$ cat src/rtl/simd_div_arbiter_if.sv
// Handshake bundle shared by the requesters, the divider arbiter and the divider.
// The arbiter takes the slave view; requesters plus divider form the master side.
interface simd_div_arbiter_if #(
    parameter int unsigned NrReq = 2
);
    logic [NrReq-1:0]       req_valid_i;
    logic [NrReq-1:0]       req_ready_o;
    logic [NrReq-1:0][63:0] req_operand_a_i;
    logic [NrReq-1:0][63:0] req_operand_b_i;
    logic [NrReq-1:0][6:0]  req_op_i;
    logic [NrReq-1:0][1:0]  req_vew_i;
    logic [NrReq-1:0][7:0]  req_be_i;
    logic [NrReq-1:0][7:0]  req_mask_i;

    logic        div_valid_o;
    logic        div_ready_i;
    logic [63:0] div_operand_a_o;
    logic [63:0] div_operand_b_o;
    logic [6:0]  div_op_o;
    logic [1:0]  div_vew_o;
    logic [7:0]  div_be_o;
    logic [7:0]  div_mask_o;

    logic        div_valid_i;
    logic        div_ready_o;
    logic [63:0] div_result_i;
    logic [7:0]  div_mask_i;

    logic [NrReq-1:0] rsp_valid_o;
    logic [NrReq-1:0] rsp_ready_i;
    logic [63:0]      rsp_result_o;
    logic [7:0]       rsp_mask_o;

    logic busy_o;

    modport slave (
        input  req_valid_i, req_operand_a_i, req_operand_b_i, req_op_i, req_vew_i,
               req_be_i, req_mask_i, div_ready_i, div_valid_i, div_result_i, div_mask_i,
               rsp_ready_i,
        output req_ready_o, div_valid_o, div_operand_a_o, div_operand_b_o, div_op_o,
               div_vew_o, div_be_o, div_mask_o, div_ready_o, rsp_valid_o, rsp_result_o,
               rsp_mask_o, busy_o
    );

    modport master (
        output req_valid_i, req_operand_a_i, req_operand_b_i, req_op_i, req_vew_i,
               req_be_i, req_mask_i, div_ready_i, div_valid_i, div_result_i, div_mask_i,
               rsp_ready_i,
        input  req_ready_o, div_valid_o, div_operand_a_o, div_operand_b_o, div_op_o,
               div_vew_o, div_be_o, div_mask_o, div_ready_o, rsp_valid_o, rsp_result_o,
               rsp_mask_o, busy_o
    );
endinterface

$ cat src/rtl/simd_div_arbiter.sv
// Round-robin arbiter sharing one divider among NrReq requesters; an owner FIFO
// remembers issue order so results are steered back to the right requester.
//
// state    | meaning
// ARB_IDLE | winner picked combinationally each cycle from asserted req_valid_i
// ARB_LOCK | divider stalled the issue; grant index frozen until handshake
module simd_div_arbiter #(
    parameter int unsigned NrReq      = 2,
    parameter int unsigned OwnerDepth = 2
) (
    input  logic              clk_i,
    input  logic              rst_i,
    simd_div_arbiter_if.slave bus
);
    localparam int unsigned IdxW = $clog2(NrReq);
    localparam int unsigned PtrW = (OwnerDepth > 1) ? $clog2(OwnerDepth) : 1;
    localparam int unsigned CntW = $clog2(OwnerDepth + 1);

    typedef enum logic {ARB_IDLE, ARB_LOCK} arb_state_e;

    arb_state_e      r_state;
    logic [IdxW-1:0] r_grant_idx;
    logic [IdxW-1:0] r_last_grant;
    logic [IdxW-1:0] r_owner_q [OwnerDepth];
    logic [PtrW-1:0] r_wr_ptr;
    logic [PtrW-1:0] r_rd_ptr;
    logic [CntW-1:0] r_count;

    logic             w_winner_valid;
    logic [IdxW-1:0]  w_winner_idx;
    logic             w_gnt_valid;
    logic [IdxW-1:0]  w_gnt_idx;
    logic             w_empty;
    logic [IdxW-1:0]  w_owner;
    logic             w_issue;
    logic             w_pop;
    logic [NrReq-1:0] w_req_ready;
    logic [NrReq-1:0] w_rsp_valid;

    function automatic logic [PtrW-1:0] ptr_inc(input logic [PtrW-1:0] p);
        return (p == PtrW'(OwnerDepth - 1)) ? '0 : p + PtrW'(1);
    endfunction

    always_comb begin : rr_search
        logic [IdxW-1:0] cand;
        w_winner_valid = 1'b0;
        w_winner_idx   = '0;
        cand           = '0;
        for (int i = 0; i < NrReq; i++) begin
            cand = IdxW'((int'(r_last_grant) + 1 + i) % NrReq);
            if (!w_winner_valid && bus.req_valid_i[cand]) begin
                w_winner_valid = 1'b1;
                w_winner_idx   = cand;
            end
        end
    end

    assign w_empty = (r_count == '0);
    assign w_owner = r_owner_q[r_rd_ptr];

    // Uses the registered count only, so a same-cycle pop never frees a slot early.
    always_comb begin
        w_gnt_valid = 1'b0;
        w_gnt_idx   = w_winner_idx;
        if (r_state == ARB_LOCK) begin
            w_gnt_valid = 1'b1;
            w_gnt_idx   = r_grant_idx;
        end else if (r_count < CntW'(OwnerDepth)) begin
            w_gnt_valid = w_winner_valid;
        end
    end

    always_comb begin
        w_req_ready = '0;
        w_rsp_valid = '0;
        if (bus.div_valid_o) w_req_ready[w_gnt_idx] = bus.div_ready_i;
        if (!rst_i && !w_empty && bus.div_valid_i) w_rsp_valid[w_owner] = 1'b1;
    end

    assign bus.div_valid_o     = w_gnt_valid && !rst_i;
    assign bus.req_ready_o     = w_req_ready;
    assign bus.div_operand_a_o = bus.req_operand_a_i[w_gnt_idx];
    assign bus.div_operand_b_o = bus.req_operand_b_i[w_gnt_idx];
    assign bus.div_op_o        = bus.req_op_i[w_gnt_idx];
    assign bus.div_vew_o       = bus.req_vew_i[w_gnt_idx];
    assign bus.div_be_o        = bus.req_be_i[w_gnt_idx];
    assign bus.div_mask_o      = bus.req_mask_i[w_gnt_idx];

    assign bus.div_ready_o  = !rst_i && !w_empty && bus.rsp_ready_i[w_owner];
    assign bus.rsp_valid_o  = w_rsp_valid;
    assign bus.rsp_result_o = bus.div_result_i;
    assign bus.rsp_mask_o   = bus.div_mask_i;
    assign bus.busy_o       = !rst_i && !w_empty;

    assign w_issue = bus.div_valid_o && bus.div_ready_i;
    assign w_pop   = bus.div_valid_i && bus.div_ready_o;

    always_ff @(posedge clk_i) begin
        if (rst_i) begin
            r_state      <= ARB_IDLE;
            r_grant_idx  <= '0;
            r_last_grant <= IdxW'(NrReq - 1);
            r_wr_ptr     <= '0;
            r_rd_ptr     <= '0;
            r_count      <= '0;
        end else begin
            case (r_state)
                ARB_IDLE: begin
                    if (w_gnt_valid && !bus.div_ready_i) begin
                        r_state     <= ARB_LOCK;
                        r_grant_idx <= w_gnt_idx;
                    end
                end
                ARB_LOCK: begin
                    if (bus.div_ready_i) r_state <= ARB_IDLE;
                end
                default: r_state <= ARB_IDLE;
            endcase
            if (w_issue) begin
                r_wr_ptr     <= ptr_inc(r_wr_ptr);
                r_last_grant <= w_gnt_idx;
            end
            if (w_pop) r_rd_ptr <= ptr_inc(r_rd_ptr);
            case ({w_issue, w_pop})
                2'b10:   r_count <= r_count + CntW'(1);
                2'b01:   r_count <= r_count - CntW'(1);
                default: r_count <= r_count;
            endcase
        end
    end

    // Owner storage needs no reset: entries are only read while the count is non-zero.
    always_ff @(posedge clk_i) begin
        if (w_issue) r_owner_q[r_wr_ptr] <= w_gnt_idx;
    end

    a_rsp_needs_owner: assert property (@(posedge clk_i) disable iff (rst_i)
        bus.div_valid_i |-> !w_empty);

    a_lock_req_held: assert property (@(posedge clk_i) disable iff (rst_i)
        (r_state == ARB_LOCK) |-> bus.req_valid_i[r_grant_idx]);
endmodule

$ cat src/flat_wrapper.sv
// flat-port wrapper written by rule: the top's interface ports become plain ports
module simd_div_arbiter_flat 
#(
    parameter int unsigned NrReq      = 2,
    parameter int unsigned OwnerDepth = 2
)
  (clk_i, rst_i, bus_req_valid_i, bus_req_operand_a_i, bus_req_operand_b_i, bus_req_op_i, bus_req_vew_i, bus_req_be_i, bus_req_mask_i, bus_div_ready_i, bus_div_valid_i, bus_div_result_i, bus_div_mask_i, bus_rsp_ready_i, bus_req_ready_o, bus_div_valid_o, bus_div_operand_a_o, bus_div_operand_b_o, bus_div_op_o, bus_div_vew_o, bus_div_be_o, bus_div_mask_o, bus_div_ready_o, bus_rsp_valid_o, bus_rsp_result_o, bus_rsp_mask_o, bus_busy_o);
  simd_div_arbiter_if #(.NrReq(NrReq)) bus_i ();
  input  logic clk_i;
  input  logic rst_i;
  input wire logic [$bits(bus_i.req_valid_i)-1:0] bus_req_valid_i;
  input wire logic [$bits(bus_i.req_operand_a_i)-1:0] bus_req_operand_a_i;
  input wire logic [$bits(bus_i.req_operand_b_i)-1:0] bus_req_operand_b_i;
  input wire logic [$bits(bus_i.req_op_i)-1:0] bus_req_op_i;
  input wire logic [$bits(bus_i.req_vew_i)-1:0] bus_req_vew_i;
  input wire logic [$bits(bus_i.req_be_i)-1:0] bus_req_be_i;
  input wire logic [$bits(bus_i.req_mask_i)-1:0] bus_req_mask_i;
  input wire logic [$bits(bus_i.div_ready_i)-1:0] bus_div_ready_i;
  input wire logic [$bits(bus_i.div_valid_i)-1:0] bus_div_valid_i;
  input wire logic [$bits(bus_i.div_result_i)-1:0] bus_div_result_i;
  input wire logic [$bits(bus_i.div_mask_i)-1:0] bus_div_mask_i;
  input wire logic [$bits(bus_i.rsp_ready_i)-1:0] bus_rsp_ready_i;
  output wire logic [$bits(bus_i.req_ready_o)-1:0] bus_req_ready_o;
  output wire logic [$bits(bus_i.div_valid_o)-1:0] bus_div_valid_o;
  output wire logic [$bits(bus_i.div_operand_a_o)-1:0] bus_div_operand_a_o;
  output wire logic [$bits(bus_i.div_operand_b_o)-1:0] bus_div_operand_b_o;
  output wire logic [$bits(bus_i.div_op_o)-1:0] bus_div_op_o;
  output wire logic [$bits(bus_i.div_vew_o)-1:0] bus_div_vew_o;
  output wire logic [$bits(bus_i.div_be_o)-1:0] bus_div_be_o;
  output wire logic [$bits(bus_i.div_mask_o)-1:0] bus_div_mask_o;
  output wire logic [$bits(bus_i.div_ready_o)-1:0] bus_div_ready_o;
  output wire logic [$bits(bus_i.rsp_valid_o)-1:0] bus_rsp_valid_o;
  output wire logic [$bits(bus_i.rsp_result_o)-1:0] bus_rsp_result_o;
  output wire logic [$bits(bus_i.rsp_mask_o)-1:0] bus_rsp_mask_o;
  output wire logic [$bits(bus_i.busy_o)-1:0] bus_busy_o;
  assign bus_i.req_valid_i = bus_req_valid_i;
  assign bus_i.req_operand_a_i = bus_req_operand_a_i;
  assign bus_i.req_operand_b_i = bus_req_operand_b_i;
  assign bus_i.req_op_i = bus_req_op_i;
  assign bus_i.req_vew_i = bus_req_vew_i;
  assign bus_i.req_be_i = bus_req_be_i;
  assign bus_i.req_mask_i = bus_req_mask_i;
  assign bus_i.div_ready_i = bus_div_ready_i;
  assign bus_i.div_valid_i = bus_div_valid_i;
  assign bus_i.div_result_i = bus_div_result_i;
  assign bus_i.div_mask_i = bus_div_mask_i;
  assign bus_i.rsp_ready_i = bus_rsp_ready_i;
  assign bus_req_ready_o = bus_i.req_ready_o;
  assign bus_div_valid_o = bus_i.div_valid_o;
  assign bus_div_operand_a_o = bus_i.div_operand_a_o;
  assign bus_div_operand_b_o = bus_i.div_operand_b_o;
  assign bus_div_op_o = bus_i.div_op_o;
  assign bus_div_vew_o = bus_i.div_vew_o;
  assign bus_div_be_o = bus_i.div_be_o;
  assign bus_div_mask_o = bus_i.div_mask_o;
  assign bus_div_ready_o = bus_i.div_ready_o;
  assign bus_rsp_valid_o = bus_i.rsp_valid_o;
  assign bus_rsp_result_o = bus_i.rsp_result_o;
  assign bus_rsp_mask_o = bus_i.rsp_mask_o;
  assign bus_busy_o = bus_i.busy_o;
  simd_div_arbiter #(.NrReq(NrReq), .OwnerDepth(OwnerDepth)) u_core (.clk_i(clk_i), .rst_i(rst_i), .bus(bus_i));
endmodule
$ cat config.mk
export PLATFORM = sky130hd
export DESIGN_NAME = simd_div_arbiter_flat
export DESIGN_NICKNAME = d
export VERILOG_FILES = /design/src/rtl/simd_div_arbiter_if.sv /design/src/rtl/simd_div_arbiter.sv /design/src/flat_wrapper.sv
export SDC_FILE = /design/constraint.sdc
export NUM_CORES = 1
export LEC_CHECK = 0
export ABC_AREA = 1
export CAP_MARGIN = 0
export CELL_PAD_IN_SITES_DETAIL_PLACEMENT = 0
export CELL_PAD_IN_SITES_GLOBAL_PLACEMENT = 2
export CORE_AREA = 3 3 242 244
export CTS_CLUSTER_SIZE = 25
export DETAILED_ROUTE_END_ITERATION = 16
export DIE_AREA = 0 0 245 247
export GPL_TIMING_DRIVEN = 0
export PLACE_DENSITY_LB_ADDON = 0.3
export SETUP_SLACK_MARGIN = 0.5
export SYNTH_ARGS = -nofsm -noshare
export SYNTH_HDL_FRONTEND = slang
export SYNTH_SLANG_ARGS = --single-unit
$ cat constraint.sdc
create_clock -name clk_i -period 3.7 [get_ports clk_i]
set_input_delay 0.74 -clock clk_i [delete_from_list [all_inputs] [get_ports clk_i]]
set_output_delay 0.74 -clock clk_i [all_outputs]
set_load 0.005 [all_outputs]
After elaboration in Yosys (flattened, before gate mapping)
Memories as Yosys holds them, arrays and structs flattened. A register that Yosys moved wholly into a read port is not among the register bits.
Index checks and enable logic that the tools add are counted.
{"block": "classes", "n_bitwise": 2, "order_cmp": 7, "eq_ne": 2, "n_reduce_logical": 17, "add_sub_neg": 6, "muxes": 41}
{"cell": "64-bit 2-to-1 mux", "n": 4}
{"cell": "8-bit 2-to-1 mux", "n": 4}
{"cell": "1-bit 2-to-1 mux", "n": 23}
{"cell": "7-bit 2-to-1 mux", "n": 2}
{"cell": "1-bit logical AND", "n": 10}
{"cell": "1-bit by 2-bit less-than comparator with 1-bit output, second input constant", "n": 4}
{"cell": "2-bit 2-to-1 mux", "n": 4}
{"cell": "1-bit adder, second input constant", "n": 4}
{"cell": "1-bit logical NOT", "n": 4}
{"cell": "2-bit case mux with 2 select lines", "n": 1}
{"cell": "2-bit by 1-bit adder with 2-bit output, second input constant", "n": 1}
{"cell": "2-bit bitwise AND", "n": 1}
{"cell": "1-bit demux with 1-bit select", "n": 2}
{"cell": "2-bit by 1-bit == test with 1-bit output, second input constant", "n": 1}
{"cell": "2-bit == test, second input constant", "n": 1}
{"cell": "1-bit greater-or-equal comparator, second input constant", "n": 2}
{"cell": "2-bit logical NOT", "n": 1}
{"cell": "2-bit less-than comparator, second input constant", "n": 1}
{"cell": "1-bit case mux with 2 select lines", "n": 1}
{"cell": "2-bit AND reduction", "n": 1}
{"cell": "2-bit nonzero test", "n": 1}
{"cell": "2-bit by 1-bit subtractor with 2-bit output, second input constant", "n": 1}
{"cell": "1-bit NOT", "n": 1}
{"block": "word_totals", "ram_bits": 2, "n_memories": 1, "regBits": 7, "out_inout_bits": 232}
{"memory": "u_core.r_owner_q", "words": 2, "word_bits": 1, "rd": 1, "rd_ports_with_merged_regs": 1, "write_ports": 1, "line_no": "simd_div_arbiter.sv:24", "source": "logic [IdxW-1:0] r_owner_q [OwnerDepth];"}

Logic depth before layout (Yosys ltp)
{"block": "depth", "word_depth": 14, "mapped_depth": 11, "depth_no_buf": 11}

Least setup slack after synthesis
OpenSTA, ideal clock, no wires.
{"block": "synth_timing", "kind": "in2out", "startpoint": "input bus_req_valid_i[0]", "endpoint": "output bus_div_operand_a_o[0]", "setup_slack_ps": 1495, "required_time_ps": 2960, "stages": 8, "arrival_ps": 1465, "cell_sequence": "nand2_1 nand3_1 o21ai_2 inv_2 buf_4 buf_4 nand2_1 nand2_1"}
{"block": "synth_between", "elab_chain_len": 9}
{"element": "start, declared", "line_no": "flat_wrapper.sv:11", "source": "input wire logic [$bits(bus_i.req_valid_i)-1:0] bus_req_valid_i;"}
{"element": "1-bit 2-to-1 mux (not written as such) (2 in series)", "line_no": "simd_div_arbiter.sv:51", "source": "if (!w_winner_valid && bus.req_valid_i[cand]) begin"}
{"element": "1-bit 2-to-1 mux", "line_no": "simd_div_arbiter.sv:51"}
{"element": "1-bit logical NOT", "line_no": "simd_div_arbiter.sv:51"}
{"element": "1-bit logical AND", "line_no": "simd_div_arbiter.sv:51"}
{"element": "1-bit 2-to-1 mux (*)", "line_no": "simd_div_arbiter.sv:51"}
{"element": "1-bit 2-to-1 mux (*)", "line_no": "simd_div_arbiter.sv:65", "source": "if (r_state == ARB_LOCK) begin"}
{"element": "64-bit 2-to-1 mux (not written as such) (*) (2 in series)", "line_no": "simd_div_arbiter.sv:82", "source": "assign bus.div_operand_a_o = bus.req_operand_a_i[w_gnt_idx];"}
{"element": "end, declared", "line_no": "flat_wrapper.sv:25", "source": "output wire logic [$bits(bus_i.div_operand_a_o)-1:0] bus_div_operand_a_o;"}
Mark *: on every way between the ends. The rest lies on a longest branch, timed or not. The select of a mux whose other input is x is not followed.

Worst setup path in the final report
{"block": "layout_timing", "startpoint": "input bus_req_valid_i[1]", "endpoint": "output bus_div_operand_b_o[30]"}
{"block": "layout_between", "elab_chain_len": 9}
{"element": "1-bit 2-to-1 mux (not written as such) (2 in series)", "line_no": "simd_div_arbiter.sv:51"}
{"element": "1-bit 2-to-1 mux", "line_no": "simd_div_arbiter.sv:51"}
{"element": "1-bit logical NOT", "line_no": "simd_div_arbiter.sv:51"}
{"element": "1-bit logical AND", "line_no": "simd_div_arbiter.sv:51"}
{"element": "1-bit 2-to-1 mux (*)", "line_no": "simd_div_arbiter.sv:51"}
{"element": "1-bit 2-to-1 mux (*)", "line_no": "simd_div_arbiter.sv:65"}
{"element": "64-bit 2-to-1 mux (not written as such) (*) (2 in series)", "line_no": "simd_div_arbiter.sv:83", "source": "assign bus.div_operand_b_o = bus.req_operand_b_i[w_gnt_idx];"}
{"element": "end, declared", "line_no": "flat_wrapper.sv:26", "source": "output wire logic [$bits(bus_i.div_operand_b_o)-1:0] bus_div_operand_b_o;"}
Marks and branches as above.

==> metrics.csv <==
stage,metric,value,unit
outcome,status,completed,
logic_synthesis,netlist_instances,639,
die,core.rowCount,87,
clock_network,cts_made_buffers,3,
routing,highest_layer,met5,
routing,post_drt_wl_per_cell,15.08,µm
routing,drt_iter0_markers,75,
power_and_ir_drop,leakage,0.004880,µW
power_and_ir_drop,peakVddDrop,0.00009933,V
timing,hold_violations,0,
clock_network,hold_buffers,0,
critical_path,crit_required,2960,ps
die,fp.dieH,247,µm
logic_synthesis,synth_nets,1026,
routing,vias_per_cell,2.934,
global_route,grt_max_degree,12,
timing,max_freq,320.9,MHz
routing,wl_met2,16.47,mm
worst_hold_path,hold_path_end,u_core.r_count[1],
logic_synthesis,yosysUniqueCellTypes,16,
worst_hold_path,min_path_cells,2,
logic_synthesis,synth_top_cells_by_area,"nand2_1 (61%), buf_4 (21%), dfxtp_1 (5.4%)",
routing,remaining_drc_errors,0,
logic_synthesis,synth-seq-area-share,0.07473,
die,start_util,0.05216,
clock_network,clk_pin_slew_worst_paths,40,ps
logic_synthesis,yosys.area.top_type,nand2_1,
worst_hold_path,hp-start,u_core.r_count[1],
critical_path,crit_path_end_kind,primary output,
timing,slew_violations,0,
logic_synthesis,synth_area,0.002947,mm²
cells_and_area,layout_common_cells,"clkdlybuf4s50_1 (473), nand2_1 (470), buf_4 (86)",
critical_path,start_kind,input pin,
timing,finalCritPeriodShare,0.8422,
clock_network,cts_tree,built,
routing,vias,5778,
job,drv_cap,0,
cells_and_area,nets,1601,
routing,m1WireLength,9.935,mm
cells_and_area,area_delta_synth_final,243.9,%
routing,route.met3.wl,3.121,mm
logic_synthesis,avgSynthCellArea,4.611,µm²
routing,firstDrtPassIters,6,
clock_network,clockBufferDepth,2,
worst_hold_path,hold_path.class,reg2reg,
global_route,track_usage,0.08857,
cells_and_area,fin_cells,1969,
cells_and_area,final_common_cell,clkdlybuf4s50_1,
critical_path,r2r_start,u_core.r_count[0],
timing,tightest_slew,354.0,ps
cells_and_area,fin_util,0.1794,
logic_synthesis,synth_top_area_frac,0.6051,
critical_path,critPathArrivalTime,2380,ps
global_route,first_global_vias,5995,
placed_design,hpwl,25.76,mm
critical_path,crit_fanout,10,
cells_and_area,drive_above_1_share,0.1204,
timing,relSlewSlack,0.7631,
clock_network,cts.sinks,10,
clock_network,clk_latency,240,ps
cells_and_area,antennaDiodeCount,0,
cells_and_area,seq_area,220.2,µm²
cells_and_area,fillCellCount,6505,
global_route,grt.overflow.total,0,
placed_design,dp.cells,1940,
clock_network,cts-root-buf,clkbuf_16,
timing,fin_skew,0.9137,ps
clock_network,cts_max_level,1,
logic_synthesis,ys_ff_latch,10,
timing,period_minus_slack,3116,ps
routing,routed_wl,29.70,mm
critical_path,path_class,in2out,
global_route,antenna_found_initial,7,
global_route,grt_first_pass_wirelength,39.79,mm
critical_path,ff2ff_setup_slack,1950,ps
timing,hold_slack,488.4,ps
placed_design,io_buffers,545,
timing,final.setup.tns,0,ps
timing,rsz0062_at_grt,true,
cells_and_area,multi_input_area,0.001971,mm²
die,die_w,245,µm
critical_path,reg2reg_depth,9,
timing,setup_viol,0,
routing,drtAntennaViolNets,0,
die,ios,618,
logic_synthesis,synth_warnings,0,
power_and_ir_drop,cellPowerDensity,169.1,mW/mm²
placed_design,place.gp.congestion,0.7400,
die,core,0.05650,mm²
die,dieArea,0.06052,mm²
critical_path,worstReg2RegEnd,u_core.r_count[1],
==> critical path, cell delays in order <==
cell,delay (ps)
dlygate4sd2_1,250
nand3_2,90
o21ai_4,120
buf_12,150
clkinv_8,60
buf_12,150
buf_8,140
nand2_1,80
nand2_1,60
clkdlybuf4s50_1,510
==> synth_stat cells <==
master	instances
inv_2	3
a21oi_1	5
edfxtp_1	2
clkbuf_1	8
inv_1	15
xor2_1	1
nand4_1	1
o21ai_2	1
nor2_1	11
nand2_1	475
dfxtp_1	8
buf_2	16
buf_4	81
ha_1	1
nand3_1	7
o21ai_0	4
==> state kept, by name (all words and copies together), names as in the netlist, named ones only <==
name,count
u_core.r_state,1
u_core.r_rd_ptr,1
u_core.r_grant_idx,1
u_core.r_wr_ptr,1
u_core.r_last_grant,1
u_core.r_count,2
u_core.r_owner_q,2
==> cells by family (layout without fill, tap and decap cells) <==
family	Yosys count	in the layout	synth area share
simple gates	494	494	0.6331
buf+inv	123	697	0.2667
compound gates	10	10	0.01826
flops	10	10	0.07473
fa+ha+maj	1	1	0.004246
xor+xnor	1	1	0.002973
==> worst max-delay path by stage <==
stage / start / end / slack (ps) / depth (start not counted)
final: bus_req_valid_i[1] / bus_div_operand_b_o[30] / 580 / 10
after global routing: bus_req_valid_i[1] / bus_div_operand_b_o[30] / 460 / 10
after CTS: bus_req_valid_i[0] / bus_div_op_o[4] / 410 / 10
after detailed placement: bus_req_valid_i[0] / bus_div_operand_a_o[25] / -320 / 8
after global placement: bus_req_valid_i[1] / bus_div_operand_a_o[25] / -320 / 7
after floorplan: bus_req_valid_i[0] / bus_div_operand_a_o[0] / 1490 / 8
==> layout make-up <==
cell class / count / area share
plain buffers: 105 / 0.1020
clock inverters: 1 / 0.0003704
flip-flops and latches: 10 / 0.02173
repair inverters: 1 / 0.0006173
inverters: 18 / 0.007901
clock buffers: 3 / 0.007407
well taps: 756 / 0.09333
repair buffers: 569 / 0.5722
multi-input cells: 506 / 0.1944
==> stage by stage <==
step	total power, µW	worst slack [ps]	area [µm²]
after floorplan	494.3	1495	2947
after global placement	1453	-318.8	9348
after detailed placement	1443	-321.7	9348
after CTS	1760	408.1	10020
after global routing	1858	460.0	10130
final	1714	583.8	10130
==> power by group <==
| part | switching, µW | internal (µW) | leakage [µW] | total [µW] |
|---|---|---|---|---|
| combinational | 500 | 896 | 0.00476 | 1400 |
| sequential | 3.89 | 119 | 0.0000841 | 123 |
| clock | 53.4 | 142 | 0.0000385 | 195 |
| total | 557 | 1160 | 0.00488 | 1710 |
==> metal layers <==
layer | vias up | track usage
li1 | 2979 | -
met1 | 2427 | 0.08630
met2 | 354 | 0.1823
met3 | 16 | 0.03253
met4 | 2 | 0.007294
met5 | - | 0
==> what timing repair did <==
item | CTS | global route
cloned | 6 | 1
resized for setup | 149 | 31
setup buffers | 17 | 1
setup endpoints to repair | 158 | 106
pin swaps | 0 | 0
No activity file was read; power rests on OpenSTA's default activity.
